`config.mk`:
```
export PLATFORM = sky130hd
export DESIGN_NAME = mem_arb_flat
export DESIGN_NICKNAME = d
export VERILOG_FILES = /design/src/rtl/mem_arb_pkg.sv /design/src/rtl/mem_arb_if.sv /design/src/rtl/starve_ctr.sv /design/src/rtl/mem_arb.sv /design/src/flat_wrapper.sv
export SDC_FILE = /design/constraint.sdc
export NUM_CORES = 1
export LEC_CHECK = 0
export BUFFER_PORTS_ARGS = -buffer_cell sky130_fd_sc_hd__buf_2
export CAP_MARGIN = 30
export CORE_UTILIZATION = 25
export CTS_CLUSTER_DIAMETER = 150
export DETAILED_ROUTE_END_ITERATION = 10
export PLACE_DENSITY = 0.7
export RECOVER_POWER = 100
export SLEW_MARGIN = 0
export SYNTH_ARGS = -nofsm -noshare
export SYNTH_HDL_FRONTEND = slang
export SYNTH_HIERARCHICAL = 1
export SYNTH_SLANG_ARGS = --single-unit
```
`constraint.sdc`:
```
create_clock -name clk -period 2.7 [get_ports clk]
set_input_delay 0.135 -clock clk [delete_from_list [all_inputs] [get_ports clk]]
set_output_delay 0.135 -clock clk [all_outputs]
set_load 0.03 [all_outputs]
```
`src/rtl/mem_arb_pkg.sv`:
```
// Shared definitions for the two-requester single-port memory arbiter.
package mem_arb_pkg;

  localparam int DEF_ADDR_W = 16;
  localparam int DEF_DATA_W = 16;

  typedef enum logic [1:0] {
    ST_IDLE  = 2'd0,
    ST_RD_IF = 2'd1,
    ST_RD_D  = 2'd2
  } owner_e;

endpackage

```
`src/rtl/mem_arb_if.sv`:
```
// Fetch port, load/store port and single-port memory bus as seen by the arbiter.
interface mem_arb_if
  import mem_arb_pkg::*;
#(
  parameter int ADDR_W = DEF_ADDR_W,
  parameter int DATA_W = DEF_DATA_W
) ();

  logic              if_req;
  logic [ADDR_W-1:0] if_addr;
  logic              if_gnt;
  logic              if_rvalid;
  logic [DATA_W-1:0] if_rdata;

  logic              d_req;
  logic              d_we;
  logic [ADDR_W-1:0] d_addr;
  logic [DATA_W-1:0] d_wdata;
  logic              d_gnt;
  logic              d_rvalid;
  logic [DATA_W-1:0] d_rdata;

  logic [ADDR_W-1:0] mem_addr;
  logic              mem_ren;
  logic              mem_wen;
  logic [DATA_W-1:0] mem_wdata;
  logic [DATA_W-1:0] mem_rdata;

  // master: requesters plus memory; slave: the arbiter
  modport master (
    output if_req, if_addr, d_req, d_we, d_addr, d_wdata, mem_rdata,
    input  if_gnt, if_rvalid, if_rdata, d_gnt, d_rvalid, d_rdata,
    input  mem_addr, mem_ren, mem_wen, mem_wdata
  );

  modport slave (
    input  if_req, if_addr, d_req, d_we, d_addr, d_wdata, mem_rdata,
    output if_gnt, if_rvalid, if_rdata, d_gnt, d_rvalid, d_rdata,
    output mem_addr, mem_ren, mem_wen, mem_wdata
  );

endinterface

```
`src/rtl/starve_ctr.sv`:
```
// Counts data grants that pass a waiting fetch; full forces the next contended grant to fetch.
module starve_ctr #(
  parameter int STARVE_LIMIT = 4
) (
  input  logic clk,
  input  logic rst,
  input  logic if_req,
  input  logic if_gnt,
  input  logic d_gnt,
  output logic full
);

  localparam int CNT_W = $clog2(STARVE_LIMIT + 1);

  logic [CNT_W-1:0] cnt;

  assign full = (cnt == CNT_W'(STARVE_LIMIT));

  always_ff @(posedge clk or negedge rst) begin
    if (!rst) begin
      cnt <= '0;
    end else if (if_gnt || !if_req) begin
      cnt <= '0;
    end else if (d_gnt && !full) begin
      cnt <= cnt + CNT_W'(1);
    end
  end

endmodule

```
`src/rtl/mem_arb.sv`:
```
// Arbitrates fetch and load/store onto one single-port memory; routes read data back by owner.
//   state    | meaning
//   ST_IDLE  | no read in flight, rvalid low
//   ST_RD_IF | fetch read granted last cycle, mem_rdata goes to fetch port
//   ST_RD_D  | load granted last cycle, mem_rdata goes to data port
module mem_arb
  import mem_arb_pkg::*;
#(
  parameter int ADDR_W       = DEF_ADDR_W,
  parameter int DATA_W       = DEF_DATA_W,
  parameter int STARVE_LIMIT = 4
) (
  input  logic        clk,
  input  logic        rst,
  mem_arb_if.slave    bus
);

  logic   starve_full;
  logic   win_if;
  logic   win_d;
  owner_e state;
  logic   if_rvalid_q;
  logic   d_rvalid_q;

  // grants are forced low while reset is asserted
  assign win_if = rst & bus.if_req & (~bus.d_req | starve_full);
  assign win_d  = rst & bus.d_req & ~win_if;

  assign bus.if_gnt    = win_if;
  assign bus.d_gnt     = win_d;
  assign bus.mem_addr  = win_if ? bus.if_addr : (win_d ? bus.d_addr : {ADDR_W{1'b0}});
  assign bus.mem_wdata = win_d ? bus.d_wdata : {DATA_W{1'b0}};
  assign bus.mem_ren   = win_if | (win_d & ~bus.d_we);
  assign bus.mem_wen   = win_d & bus.d_we;

  starve_ctr #(
    .STARVE_LIMIT (STARVE_LIMIT)
  ) u_starve_ctr (
    .clk    (clk),
    .rst    (rst),
    .if_req (bus.if_req),
    .if_gnt (win_if),
    .d_gnt  (win_d),
    .full   (starve_full)
  );

  always_ff @(posedge clk or negedge rst) begin
    if (!rst) begin
      state       <= ST_IDLE;
      if_rvalid_q <= 1'b0;
      d_rvalid_q  <= 1'b0;
    end else if (win_if) begin
      state       <= ST_RD_IF;
      if_rvalid_q <= 1'b1;
      d_rvalid_q  <= 1'b0;
    end else if (win_d && !bus.d_we) begin
      state       <= ST_RD_D;
      if_rvalid_q <= 1'b0;
      d_rvalid_q  <= 1'b1;
    end else begin
      state       <= ST_IDLE;
      if_rvalid_q <= 1'b0;
      d_rvalid_q  <= 1'b0;
    end
  end

  // memory returns data the cycle after the strobe, so rdata is steered straight through
  assign bus.if_rvalid = if_rvalid_q;
  assign bus.d_rvalid  = d_rvalid_q;
  assign bus.if_rdata  = (state == ST_RD_IF) ? bus.mem_rdata : {DATA_W{1'b0}};
  assign bus.d_rdata   = (state == ST_RD_D)  ? bus.mem_rdata : {DATA_W{1'b0}};

endmodule

```
`src/flat_wrapper.sv`:
```
// flat-port wrapper written by rule: the top's interface ports become plain ports
module mem_arb_flat import mem_arb_pkg::*;
#(
  parameter int ADDR_W       = DEF_ADDR_W,
  parameter int DATA_W       = DEF_DATA_W,
  parameter int STARVE_LIMIT = 4
)
  (clk, rst, bus_if_req, bus_if_addr, bus_d_req, bus_d_we, bus_d_addr, bus_d_wdata, bus_mem_rdata, bus_if_gnt, bus_if_rvalid, bus_if_rdata, bus_d_gnt, bus_d_rvalid, bus_d_rdata, bus_mem_addr, bus_mem_ren, bus_mem_wen, bus_mem_wdata);
  mem_arb_if #(.ADDR_W(ADDR_W), .DATA_W(DATA_W)) bus_i ();
  input  logic clk;
  input  logic rst;
  input wire logic [$bits(bus_i.if_req)-1:0] bus_if_req;
  input wire logic [$bits(bus_i.if_addr)-1:0] bus_if_addr;
  input wire logic [$bits(bus_i.d_req)-1:0] bus_d_req;
  input wire logic [$bits(bus_i.d_we)-1:0] bus_d_we;
  input wire logic [$bits(bus_i.d_addr)-1:0] bus_d_addr;
  input wire logic [$bits(bus_i.d_wdata)-1:0] bus_d_wdata;
  input wire logic [$bits(bus_i.mem_rdata)-1:0] bus_mem_rdata;
  output wire logic [$bits(bus_i.if_gnt)-1:0] bus_if_gnt;
  output wire logic [$bits(bus_i.if_rvalid)-1:0] bus_if_rvalid;
  output wire logic [$bits(bus_i.if_rdata)-1:0] bus_if_rdata;
  output wire logic [$bits(bus_i.d_gnt)-1:0] bus_d_gnt;
  output wire logic [$bits(bus_i.d_rvalid)-1:0] bus_d_rvalid;
  output wire logic [$bits(bus_i.d_rdata)-1:0] bus_d_rdata;
  output wire logic [$bits(bus_i.mem_addr)-1:0] bus_mem_addr;
  output wire logic [$bits(bus_i.mem_ren)-1:0] bus_mem_ren;
  output wire logic [$bits(bus_i.mem_wen)-1:0] bus_mem_wen;
  output wire logic [$bits(bus_i.mem_wdata)-1:0] bus_mem_wdata;
  assign bus_i.if_req = bus_if_req;
  assign bus_i.if_addr = bus_if_addr;
  assign bus_i.d_req = bus_d_req;
  assign bus_i.d_we = bus_d_we;
  assign bus_i.d_addr = bus_d_addr;
  assign bus_i.d_wdata = bus_d_wdata;
  assign bus_i.mem_rdata = bus_mem_rdata;
  assign bus_if_gnt = bus_i.if_gnt;
  assign bus_if_rvalid = bus_i.if_rvalid;
  assign bus_if_rdata = bus_i.if_rdata;
  assign bus_d_gnt = bus_i.d_gnt;
  assign bus_d_rvalid = bus_i.d_rvalid;
  assign bus_d_rdata = bus_i.d_rdata;
  assign bus_mem_addr = bus_i.mem_addr;
  assign bus_mem_ren = bus_i.mem_ren;
  assign bus_mem_wen = bus_i.mem_wen;
  assign bus_mem_wdata = bus_i.mem_wdata;
  mem_arb #(.ADDR_W(ADDR_W), .DATA_W(DATA_W), .STARVE_LIMIT(STARVE_LIMIT)) u_core (.clk(clk), .rst(rst), .bus(bus_i));
endmodule
```
==> results of run 1 <==
## state kept, by name, summed over array words and instances, names as in the netlist
signal / count
u_core/u_starve_ctr/cnt: 3
u_core/bus.d_rvalid: 1
u_core/state: 1
## synthesized netlist by cell type
master	number	share of area
a21boi_1	1	0.0079
a21oi_1	2	0.011
and2_1	41	0.27
and2_4	9	0.083
and2b_1	2	0.016
and3_4	1	0.012
and4b_1	1	0.011
buf_2	4	0.021
buf_6	3	0.036
buf_8	1	0.016
clkbuf_1	2	0.0079
dfrtp_1	5	0.13
ha_1	2	0.026
inv_1	4	0.016
mux2i_1	2	0.021
nand2_1	34	0.13
nand3b_1	3	0.024
nor2_1	1	0.0039
nor2b_1	1	0.0066
nor4b_2	1	0.016
o21ai_2	1	0.0092
o22ai_1	16	0.11
or2b_1	1	0.0079
or3b_1	1	0.0092
## critical path, stage by stage, from the launching register on
cell and delay, ns:
dfrtp_1 0.39, inv_1 0.07, ha_1 0.22, and2_1 0.17, nand2_1 0.09, and3_1 0.51
and2_2 0.23, buf_2 0.19
## cell usage in the layout (no fill, tap or decap), types with 3 or more instances in the layout
master	count
and2_0	5
and2_1	38
and2_2	7
buf_2	85
clkbuf_1	54
clkbuf_8	3
dfrtp_1	5
inv_1	4
nand2_1	34
nand3b_1	3
o22ai_1	16
## cell families (layout without fill, tap and decap cells)
kind of cell / after synthesis / after routing / share of synthesized area
simple gates: 96 / 96 / 0.592
compound gates: 20 / 20 / 0.133
flops: 5 / 5 / 0.132
fa+ha+maj: 2 / 2 / 0.0263
buf+inv: 14 / 149 / 0.0960
mux: 2 / 2 / 0.0211
## power by group
part / leakage, nW / total [mW] / switching, mW / internal (mW)
logic: 0.755 / 0.238 / 0.152 / 0.0861
clock network: 0.0228 / 0.137 / 0.0355 / 0.101
registers: 0.0681 / 0.0803 / 0.00228 / 0.0780
## worst paths after layout
kind,endpoint,startpoint,slack [ns]
worst max register to register,u_core/u_starve_ctr/cnt[1]$_DFFE_PN0P_,u_core/u_starve_ctr/cnt[0]$_DFFE_PN0P_,0.57
max in group asynchronous,u_core/u_starve_ctr/cnt[0]$_DFFE_PN0P_,rst,2.03
worst max-delay path,bus_mem_wdata[11],u_core/u_starve_ctr/cnt[0]$_DFFE_PN0P_,0.47
min in group asynchronous,u_core/u_starve_ctr/cnt[2]$_DFFE_PN0P_,rst,0.37
worst min register to register,u_core/u_starve_ctr/cnt[1]$_DFFE_PN0P_,u_core/u_starve_ctr/cnt[1]$_DFFE_PN0P_,0.59
worst min-delay path,u_core/bus.d_rvalid$_DFF_PN0_,bus_d_we,0.11
## layout make-up
type / count / area [µm²] / share of cell area
tap: 48 / 60.1 / 0.0374
timing repair buffer: 141 / 649 / 0.405
sequential: 5 / 125 / 0.0780
clock buffer: 4 / 45.0 / 0.0281
multi-input combinational: 120 / 709 / 0.442
inverter: 4 / 15.0 / 0.00936
## routing by layer
layer,vias up,GRT usage
met2,90,0.261
li1,723,-
met4,0,0.0511
met5,-,0
met1,591,0.159
met3,2,0.0254
==> summary.md, run 1 <==
| Metric | Value |
|---|---|
| Number of detailed-route iterations in the first pass | `4` |
| Final hold vios | `0` |
| Cells after Synth | `roughly 140` |
| Final min period | `about 2.2 ns` |
| Reg clk slew, reported paths | `approximately 0.04 ns` |
| Share of layout cells above drive strength 1 | `0.358` |
| Post-CTS Setup Bufs | `0` |
| Setup_tns | `0 ns` |
| Slew headroom | `0.635` |
| Netlist cell types | `24` |
| Largest net degree at the start of global routing | `33` |
| # DRC | `0` |
| Post-route ant nets | `0` |
| First-pass GRT wire length | `4730 µm` |
| Slew @ Worst Pin | `between 0.5 and 0.6 ns` |
| GRT Resource Usage Total | `0.141` |
| Vias per inst | `4.37` |
| Clock Root Buffer | `clkbuf_8` |
| Die footprint | `between 4000 and 5000 µm²` |
| Number of global-route vias before repair | `roughly 1200` |
| Num CTS Buffers | `3` |
| Fin util | `0.438` |
| Flops & latches, synth | `5` |
| Outcome | `finished clean` |
| CTS tree | `built` |
| Worst slack at placement | `a little over 0.8 ns` |
| Setup WS post-layout | `0.472 ns` |
| Final setup viols | `0` |
| Hold Crit Depth | `2` |
| Via count | `roughly 1400` |
| Syn_nets | `between 200 and 250` |
| Crit share post-route | `0.825` |
| Maximum capacitance violations | `0` |
| Fin cells | `about 320` |
| Die height | `roughly 64 µm` |
| H-tree depth | `1` |
| GRT overflow | `0` |
| Clk_lat worst skew | `approximately 0.22 ns` |
| WL per Instance | `9.42 µm` |
| CTS max path bufs | `2` |
| Synthesized area | `between 900 and 1000 µm²` |
| Worst Path Max Fanout | `22` |
| CP Capture Type | `output pin` |
| Initial antenna violation count | `0` |
| Chip Width | `63.7 µm` |
| CTS Sinks | `5` |
| Row cnt | `22` |
| Total power | `~460 µW` |
| Hold_buf cts | `1` |
| Post-detail-place hpwl | `approximately 2500 µm` |
| Synth warn | `6` |
| # fillers | `447` |
| DRT Wirelength | `between 3000 and 4000 µm` |
| Number of buffers added on ports | `approximately 140` |
| Worst VDD drop | `0.0963 mV` |
| N_diodes | `0` |
| CTS resizes | `0` |
| Synth-to-layout area growth | `68.7%` |
| Max Slew Vio Count | `0` |
| Seq/Total Area, Yosys | `0.132` |
| LEAKAGE | `0.846 nW` |
| RSZ-0062 raised after global routing | `false` |
| Met3 WL post-DR | `~340 µm` |
| Setup crit start kind | `flop` |
| Worst EP required | `approximately 2.6 ns` |
| Highest routed layer | `met4` |
| Wl on met1 | `between 1000 and 1500 µm` |
| 1st-iter DRT viols | `19` |
| Max frequency | `between 400 and 500 MHz` |
| CP Class | `reg2out` |
| Total placed cells including tap cells | `317` |
| Final Instance Area | `1600 µm²` |
| Arrival time at the worst endpoint | `2.09 ns` |
| Starting Density | `0.260` |
| Synthesized area per cell | `~6.8 µm²` |
| Final Hold Slack | `between 0.1 and 0.15 ns` |
| I/O Pins | `139` |
| Core Area | `~3700 µm²` |
| Worst min path class | `in2reg` |
| WL met2 | `about 1400 µm` |
| Placer Congestion | `roughly 0.73` |
| Final nets | `346` |
| Pwr Density | `284 nW/µm²` |
| FF-to-FF path depth | `7` |
| Clock skew | `0.00118 ns` |
| Instance area at placement | `between 1500 and 2000 µm²` |
Power figures use the tool's default switching activity.
==> inputs of run 2 (changes only) <==
Settings changed: PLACE_DENSITY 0.7 to 0.72.
Clock period 2.7 ns to 1.9 ns, I/O delays scaled along.
==> summary.md, run 2 (synthesis gave the netlist of run 1 again) <==
| Metric | Value |
|---|---|
| CP Class | `reg2out` |
| Top reg by flops | `u_core/u_starve_ctr/cnt` |
| Arrival time at the worst endpoint | `1.72 ns (-0.37 ns)` |
| H-tree depth | `1 (unchanged)` |
| Maximum capacitance violations | `0 (unchanged)` |
| Via count | `1428 (+1.6%)` |
| CTS max path bufs | `2 (unchanged)` |
| CP Capture Type | `output pin` |
| Clock skew | `0.00117 ns (-0.0000115 ns)` |
| Final min period | `1.81 ns` |
| Starting Density | `0.260 (unchanged)` |
| Final Hold Slack | `0.0748 ns (-0.0304 ns)` |
| GRT overflow | `0 (unchanged)` |
| Most frequent cells in the layout | `109 x buf_2, 38 x and2_1, 34 x nand2_1, 16 x o22ai_1, 14 x buf_4` |
| Slew headroom | `0.737 (+0.102)` |
| WL per Instance | `9.06 µm (-3.8%)` |
| Final setup viols | `0 (unchanged)` |
| Final Instance Area | `1790 µm² (+11%)` |
| Instance area at placement | `1670 µm² (+1.8%)` |
| Share of layout cells above drive strength 1 | `0.570 (+0.213)` |
| Worst EP required | `1.80 ns (-0.77 ns)` |
| Setup crit start kind | `flop` |
| CTS tree | `built` |
| Crit share post-route | `0.955` |
| Final nets | `349 (+0.87%)` |
| Clk_lat worst skew | `0.22 ns (about the same)` |
| Num CTS Buffers | `3 (unchanged)` |
| Reg clk slew, reported paths | `0.03 ns (about the same)` |
| CTS Sinks | `5 (unchanged)` |
| LEAKAGE | `1.09 nW (+28%)` |
| Total placed cells including tap cells | `319 (+0.63%)` |
| Number of detailed-route iterations in the first pass | `6 (+2)` |
| DRT Wirelength | `2940 µm (-2.9%)` |
| Max frequency | `around 550 MHz` |
| Pwr Density | `383 nW/µm² (+35%)` |
| Vias per inst | `4.39 (+0.63%)` |
| Initial antenna violation count | `0 (unchanged)` |
| Clock Root Buffer | `clkbuf_8` |
| Worst Path Max Fanout | `21 (-4.5%)` |
| Fin cells | `325 (+0.93%)` |
| Row cnt | `22 (unchanged)` |
| Outcome | `finished clean` |
| Post-route ant nets | `0 (unchanged)` |
| Core Area | `3660 µm² (unchanged)` |
| Slew @ Worst Pin | `0.391 ns (-0.157 ns)` |
| 1st-iter DRT viols | `34 (+15)` |
| Max Slew Vio Count | `0 (unchanged)` |
| Commonest non-fill, non-tap cell in the layout | `buf_2` |
| # fillers | `385 (-14%)` |
| I/O Pins | `139 (unchanged)` |
| Die height | `63.7 µm (unchanged)` |
| Post-detail-place hpwl | `2390 µm (-3.0%)` |
| # DRC | `0 (unchanged)` |
| Total power | `683 µW (+50%)` |
| Worst VDD drop | `0.277 mV (+190%)` |
| Final hold vios | `0 (unchanged)` |
| Die footprint | `4050 µm² (unchanged)` |
| Number of buffers added on ports | `138 (unchanged)` |
| Synth-to-layout area growth | `87.8%` |
| GRT Resource Usage Total | `0.140 (-0.00151)` |
| Chip Width | `63.7 µm (unchanged)` |
| First-pass GRT wire length | `4630 µm (-2.2%)` |
| Number of global-route vias before repair | `1182 (+1.9%)` |
| Placer Congestion | `0.713 (-2.5%)` |
| Number of flip-flops in the largest register | `3 (unchanged)` |
| Worst min path class | `in2reg` |
| N_diodes | `0 (unchanged)` |
| Largest net degree at the start of global routing | `26 (-21%)` |
run 2: cell types whose count changed in the layout (fill, tap and decap cells not counted), moves of 4 or more:
cell and delta:
and2_0 -4, and2_4 +11, and2_2 -7, buf_2 +24, clkbuf_1 -51, buf_6 +5
buf_4 +12, clkbuf_2 +12
run 2: path summary, 6_finish.rpt:
| kind | startpoint | to | slack (ns) | depth (start not counted) |
|---|---|---|---|---|
| max reg2reg | u_core/u_starve_ctr/cnt[0]$_DFFE_PN0P_ | u_core/u_starve_ctr/cnt[1]$_DFFE_PN0P_ | 0.20 | 7 |
| min reg2reg | u_core/u_starve_ctr/cnt[1]$_DFFE_PN0P_ | u_core/u_starve_ctr/cnt[1]$_DFFE_PN0P_ | 0.60 | 2 |
| min | bus_d_we | u_core/bus.d_rvalid$_DFF_PN0_ | 0.07 | 2 |
| min in group asynchronous | rst | u_core/state[0]$_DFF_PN0_ | 0.30 | 2 |
| max | u_core/u_starve_ctr/cnt[0]$_DFFE_PN0P_ | bus_mem_wdata[2] | 0.09 | 8 |
| max in group asynchronous | rst | u_core/u_starve_ctr/cnt[0]$_DFFE_PN0P_ | 1.39 | 2 |
run 2: timing repair:
action / 4_1_cts / 5_1_grt
gates resized for setup: 0 / 37
endpoints found under the setup margin: 0 / 33
endpoints found under the hold margin: 5 / 0
buffers inserted: 0 / 1
hold buffers: 1 / 0
run 2: routing by layer:
metal | routed length [µm] | track usage
met1 | 1130 | 0.137
met3 | 336 | 0.0399
met2 | 1460 | 0.267
met5 | 0 | 0
met4 | 21 | 0.0597
run 2: layout make-up:
class	instances	area, µm²	area share
timing repair buffer	144	805	0.451
multi-input combinational	120	736	0.412
sequential	5	125	0.0701
tap	48	60.1	0.0336
clock buffer	4	45.0	0.0252
inverter	4	15.0	0.00841
run 2: worst max-delay path, cell delays in order (launching register included):
cell and delay [ns]:
dfrtp_1 0.39, inv_1 0.07, ha_2 0.18, and2_4 0.15
nand2_1 0.06, and3_4 0.19, buf_12 0.14, and2_1 0.15
buf_4 0.16
run 2: through the flow:
stage | utilization | TNS, ns | worst slack (ns)
floorplan | - | 0 | 0.0563
global placement | 0.456 | 0 | 0.254
detailed placement | 0.456 | 0 | 0.203
CTS | 0.471 | 0 | 0.0251
global route | 0.488 | -0.000837 | -0.000837
finish | 0.488 | 0 | 0.0862
run 2: where the power goes:
group | internal (mW) | switching, mW | total, mW
Sequential | 0.111 | 0.00295 | 0.114
Clock | 0.144 | 0.0474 | 0.191
Combinational | 0.158 | 0.220 | 0.378
Total | 0.413 | 0.271 | 0.683
